**config.mk**
```make
export PLATFORM = sky130hd
export DESIGN_NAME = cva6_hpdcache_req_arbiter
export DESIGN_NICKNAME = d
export VERILOG_FILES = /design/src/rtl/cva6_hpdcache_req_arbiter.sv
export SDC_FILE = /design/constraint.sdc
export NUM_CORES = 1
export LEC_CHECK = 0
export CAP_MARGIN = 30
export CORE_AREA = 2 2 312 314
export CTS_CLUSTER_DIAMETER = 150
export DETAILED_ROUTE_END_ITERATION = 8
export DIE_AREA = 0 0 314 316
export HOLD_SLACK_MARGIN = 0.02
export SYNTH_ARGS = -nofsm -noshare
export SYNTH_HDL_FRONTEND = slang
export SYNTH_SLANG_ARGS = --single-unit
```
**constraint.sdc**
```tcl
create_clock -name clk_i -period 7.1 [get_ports clk_i]
set_input_delay 1.065 -clock clk_i [delete_from_list [all_inputs] [get_ports clk_i]]
set_output_delay 1.065 -clock clk_i [all_outputs]
set_load 0.02 [all_outputs]
```
**src/rtl/cva6_hpdcache_req_arbiter.sv**
```systemverilog
// Round-robin arbiter sharing one HPDcache request port among NREQ CVA6 requesters.
// It tracks outstanding responses per requester, locks the port on an AMO, and routes responses back by SID.
module cva6_hpdcache_req_arbiter #(
  parameter int NREQ      = 4,
  parameter int REQ_W     = 128,
  parameter int RSP_W     = 64,
  parameter int MAX_OUTST = 4,
  parameter int SID_W     = 3
) (
  input  logic                  clk_i,
  input  logic                  rst_i,
  input  logic [NREQ-1:0]       req_valid_i,
  output logic [NREQ-1:0]       req_ready_o,
  input  logic [NREQ*REQ_W-1:0] req_data_i,
  input  logic [NREQ-1:0]       req_need_rsp_i,
  input  logic [NREQ-1:0]       req_is_amo_i,
  output logic                  cache_valid_o,
  input  logic                  cache_ready_i,
  output logic [REQ_W-1:0]      cache_data_o,
  output logic [SID_W-1:0]      cache_sid_o,
  input  logic                  rsp_valid_i,
  input  logic [SID_W-1:0]      rsp_sid_i,
  input  logic [RSP_W-1:0]      rsp_data_i,
  output logic [NREQ-1:0]       rsp_valid_o,
  output logic [RSP_W-1:0]      rsp_data_o,
  output logic                  err_o
);

  localparam int PTR_W = $clog2(NREQ);
  localparam int CNT_W = 4;

  typedef enum logic {IDLE, LOCKED} state_e;

  state_e                  state_q;
  logic [PTR_W-1:0]        rr_ptr_q;
  logic [PTR_W-1:0]        lock_sid_q;
  logic                    hold_q;
  logic [PTR_W-1:0]        hold_idx_q;
  logic [CNT_W-1:0]        cnt_q [NREQ];
  logic                    err_q;

  logic [NREQ-1:0]         eligible;
  logic                    all_zero;
  logic                    found;
  logic [PTR_W-1:0]        grant;
  logic                    valid;
  logic                    handshake;
  logic                    sid_ok;
  logic [NREQ-1:0]         rsp_hit;
  logic                    underflow;
  logic                    rsp_err;
  logic [NREQ-1:0]         cnt_inc;
  logic [NREQ-1:0]         cnt_dec;
  logic [SID_W-1:0]        lock_sid_ext;

  // NOTE: every variable driven here gets a default first, so no path leaves it unassigned and no latch is inferred.
  always_comb begin
    all_zero = 1'b1;
    for (int i = 0; i < NREQ; i++) begin
      if (cnt_q[i] != '0) all_zero = 1'b0;
    end

    // An AMO may only go out once every requester has drained its responses.
    for (int i = 0; i < NREQ; i++) begin
      eligible[i] = req_valid_i[i] & (cnt_q[i] < CNT_W'(MAX_OUTST)) & (state_q == IDLE)
                  & (~req_is_amo_i[i] | all_zero);
    end

    found = 1'b0;
    grant = rr_ptr_q;
    for (int k = 0; k < NREQ; k++) begin
      int j;
      j = int'(rr_ptr_q) + k;
      if (j >= NREQ) j = j - NREQ;
      if (!found && eligible[j]) begin
        found = 1'b1;
        grant = PTR_W'(j);
      end
    end

    // A stalled grant is replayed so the payload stays stable until accepted.
    if (hold_q) begin
      grant = hold_idx_q;
      found = eligible[hold_idx_q];
    end

    valid     = found & ~rst_i;
    handshake = valid & cache_ready_i;

    cache_valid_o            = valid;
    cache_data_o             = req_data_i[int'(grant)*REQ_W +: REQ_W];
    cache_sid_o              = '0;
    cache_sid_o[PTR_W-1:0]   = grant;
    req_ready_o              = '0;
    if (valid) req_ready_o[grant] = cache_ready_i;

    sid_ok    = int'(rsp_sid_i) < NREQ;
    underflow = 1'b0;
    for (int i = 0; i < NREQ; i++) begin
      rsp_hit[i] = rsp_valid_i & sid_ok & (rsp_sid_i == SID_W'(i));
      if (rsp_hit[i] && cnt_q[i] == '0) underflow = 1'b1;
      cnt_inc[i] = handshake & req_need_rsp_i[i] & (grant == PTR_W'(i));
      cnt_dec[i] = rsp_hit[i] & (cnt_q[i] != '0);
    end
    rsp_err = rsp_valid_i & (~sid_ok | underflow);

    rsp_valid_o = rst_i ? '0 : rsp_hit;
    rsp_data_o  = rsp_data_i;

    lock_sid_ext            = '0;
    lock_sid_ext[PTR_W-1:0] = lock_sid_q;
  end

  assign err_o = err_q;

  // NOTE: sequential state uses non-blocking assignments only; the counter array is reset explicitly because
  // stale counts after reset would block or mis-route requesters.
  always_ff @(posedge clk_i) begin
    if (rst_i) begin
      state_q    <= IDLE;
      rr_ptr_q   <= '0;
      lock_sid_q <= '0;
      hold_q     <= 1'b0;
      hold_idx_q <= '0;
      err_q      <= 1'b0;
      for (int i = 0; i < NREQ; i++) cnt_q[i] <= '0;
    end else begin
      err_q      <= err_q | rsp_err;
      hold_q     <= valid & ~cache_ready_i;
      hold_idx_q <= grant;
      if (handshake) rr_ptr_q <= (grant == PTR_W'(NREQ-1)) ? '0 : grant + 1'b1;

      for (int i = 0; i < NREQ; i++) begin
        if (cnt_inc[i] && !cnt_dec[i])      cnt_q[i] <= cnt_q[i] + 1'b1;
        else if (cnt_dec[i] && !cnt_inc[i]) cnt_q[i] <= cnt_q[i] - 1'b1;
      end

      case (state_q)
        IDLE: begin
          if (handshake && req_is_amo_i[grant]) begin
            state_q    <= LOCKED;
            lock_sid_q <= grant;
          end
        end
        LOCKED: begin
          if (rsp_valid_i && rsp_sid_i == lock_sid_ext) state_q <= IDLE;
        end
        default: state_q <= IDLE;
      endcase
    end
  end

endmodule
```
==> out/results.tsv <==
stage	metric	value	unit
logic_synthesis	Post-synth EDFFs	16	
finish	Post-Layout Cell Count	2614	
logic_synthesis	post-synthesis compound-gate area fraction	0.0683	
detailed_routing	wire length per cell	24.2	um
finish	area grow syn2layout	108	%
logic_synthesis	largest family of logic cells by synthesized area	multiplexers	
finish	Finished Cell Area	14700	um2
sta	Peak Freq	154	MHz
min_path	number of cells on the worst hold path	2	
sta	RSZ-0062 raised after global routing	no	
cts	CTS Buf Count	3	
critical_path	CP arrival	5430	ps
flow_run	Max Cap Violations	0	
die	DIE HEIGHT	316	um
sta	crit path time final	6490	ps
logic_synthesis	cells after synthesis	738	
sta	setup ws final	606	ps
power	Max VDD drop	0.0000970	V
sta	Worst slew margin	0.441	
critical_path	Worst Path Required	6030	ps
logic_synthesis	Seq cells post-synth	25	
detailed_routing	post-DR vias/cell	3.28	
place	Placed Area	14600	um2
logic_synthesis	Synth area leaders	mux2i_1 (55%), buf_4 (6.9%), edfxtp_1 (6.8%), buf_12 (3.9%), dfxtp_1 (2.5%)	
logic_synthesis	Synth Net Count	1349	
logic_synthesis	Netlist cell types	62	
sta	Max Slew Vio Count	0	
sta	Tightest Pin Transition	827	ps
place	Placed Cells	2598	
finish	commonest non-fill, non-tap cells in the layout	clkdlybuf4s50_1 (662), mux2i_1 (388), buf_4 (34)	
logic_synthesis	post-synthesis mux area share	0.551	
cts	# resized after CTS	0	
grt	initial antenna violation count	51	
grt	number of global-route vias before repair	8527	
logic_synthesis	post-synthesis sequential area ratio	0.0930	
logic_synthesis	Mean Syn Cell Area	9.63	um2
finish	most common cell after layout, fill and taps aside	clkdlybuf4s50_1	
place	Place WS	659	ps
detailed_routing	drt initial violations	368	
logic_synthesis	Post-Synth Simple-Gate Area	0.0820	
cts	Post-CTS Setup Bufs	0	
cts	cts hold-fix bufs	0	
critical_path	Worst Path Max Fanout	81	
cts	CTS Buffer Depth	2	
finish	Nets	1938	
finish	layout cells sized above 1	0.0452	
critical_path	Worst R2R Path Depth	19	
cts	CTS root buf	clkbuf_16	
logic_synthesis	cell taking the most area after synthesis	mux2i_1	
sta	Hold Vio Cnt, Final	0	
die	full die area	99200	um2
cts	# clock sinks	25	
min_path	worst hold path startpoint	lock_sid_q[1]	
die	Die Wd	314	um
run_status	outcome	completed	
grt	first-pass GRT wire length	79300	um
die	num ports	800	
critical_path	Crit. End Element	primary output	
critical_path	Setup crit start	req_valid_i[2]	
min_path	worst min path class	register to register	
detailed_routing	TritonRoute pass-1 iters	4	
logic_synthesis	top cell type's share of synthesized area	0.546	
power	Clk pwr share	0.053	
sta	Final setup viols	0	
cts	CTS tree	done	
die	row count	114	
power	Pint	1.31	mW
power	combinational power share	0.874	
logic_synthesis	Post-Syn Area	7110	um2
logic_synthesis	Post-Synth Adder-Cell Area	0.0313	
power	Switching Fraction	0.479	
detailed_routing	overall routed net length	63300	um
cts	clock-pin slew on the worst setup and hold paths	70	ps
sta	TNS Setup	0	ps
grt	pin count of the biggest net entering global routing	82	
logic_synthesis	FFs w/ async S/R, synth	0	
cts	insertion delay to the later sink of the worst-skew pair	270	ps
power	Power Dens Cells	170	nW/um2
place	DPL Wire Length	57500	um
logic_synthesis	YS warnings	0	
finish	filler instances	10838	
logic_synthesis	Most used DFF post-synth	edfxtp_1	
power	Net Sw Power	1.20	mW
die	Initial Util	0.0740	
grt	total gr overflow	0	
grt	Overall Global Routing Usage	0.119	
detailed_routing	DRC Markers	0	
detailed_routing	ANT nets after route	0	
finish	post-layout util	0.154	
sta	Tcrit/Tclk final	0.915	
critical_path	CP Class	input pin to primary output	
sta	worst clock skew	8.27	ps
critical_path	RR Startpoint	cnt_q[3][0]	
power	Leak Pwr	5.09	nW
die	Core Area	96000	um2
logic_synthesis	xor/xnor share of the synthesized area	0.0148	
detailed_routing	via count	8570	
place	gpl congestion	0.897	
critical_path	startpoint types	input pin	
place	port bufs	670	
power	Flop pwr share	0.073	
cts	H-Tree Depth	1	
-- final cells by class --
class / instances / area (um2) / area share
flip-flops and latches: 25 / 661 / 0.0448
inverters: 15 / 72.6 / 0.00492
repair buffers: 701 / 6980 / 0.473
multi-input cells: 581 / 5330 / 0.361
clock buffers: 3 / 75.1 / 0.00509
diodes: 12 / 30.0 / 0.00204
well taps: 1276 / 1600 / 0.108
clock inverters: 1 / 7.51 / 0.000509
-- kinds of logic after synthesis --
kind of cell	after synthesis
AO/OA/AOI/OAI	62
XOR/XNOR	12
adder cells (fa/ha/maj)	16
buffers and inverters	132
flip-flops	25
multiplexers	391
other	1
AND/OR/NAND/NOR	99
-- flip-flops by register name (all words and copies together), names as in the netlist --
name / count
err_o: 1
hold_idx_q: 2
lock_sid_q: 2
state_q: 1
rr_ptr_q: 2
hold_q: 1
cnt_q: 16
-- power by group through the flow --
| stage | clock network, mW | logic [mW] | registers, mW |
|---|---|---|---|
| after global placement | 0 | 2.23 | 0.186 |
| final | 0.134 | 2.19 | 0.183 |
| after global routing | 0.144 | 2.33 | 0.185 |
| after detailed placement | 0 | 2.22 | 0.186 |
| after floorplan | 0 | 1.22 | 0.180 |
| after CTS | 0.139 | 2.24 | 0.182 |
-- layer usage --
layer  global-route usage  vias to the layer above  part of all wire
met4               0.0215                       42             0.017
met2                0.186                      555              0.44
li1                     -                     3914                 -
met1                0.142                     3970              0.40
met5                    0                        -            0.0047
met3               0.0696                       89              0.14
-- metrics by stage --
step / hold WS [ps] / power [mW]
floorplan: 467 / 1.40
global placement: 497 / 2.42
detailed placement: 507 / 2.41
CTS: 519 / 2.56
global route: 534 / 2.66
finish: 516 / 2.51
-- critical path, stage by stage --
cell and delay [ps]:
clkdlybuf4s50_1 480, or4b_2 660, o31ai_2 200, o221ai_1 180, a221o_1 390, o21a_4 280
inv_16 330, buf_12 370, mux2i_1 570, mux2i_1 140, clkdlybuf4s50_1 580
-- synthesized netlist by cell type, types with 3 or more instances --
cell type    n
buf_12      14
a221oi_1     5
or3_1        6
nor2b_1      3
fa_1         3
and2_1       7
xor2_1       8
o21ai_0      8
a21oi_1     12
a221o_1      3
nand3_1     10
edfxtp_1    16
nor3_1      12
nand2_1     13
clkbuf_4     3
a21o_1       4
a211oi_1     4
nor4b_1      4
inv_1       14
clkbuf_1    10
nor4_1       4
a211o_1      3
dfxtp_1      9
buf_2       11
ha_1        13
buf_8        9
buf_6        4
o41a_1       3
xnor2_1      4
and4bb_2     3
mux2i_1    388
nor2_1      16
nand2b_1     7
buf_4       65
a31oi_1      3
-- worst paths after layout --
kind                            slack (ps)               to
worst max-delay path                   610  cache_data_o[3]
worst min-delay path                   520    lock_sid_q[1]
worst max register to register        1580      cnt_q[0][3]
worst min register to register         520    lock_sid_q[1]
(Power assumes the default switching activity.)
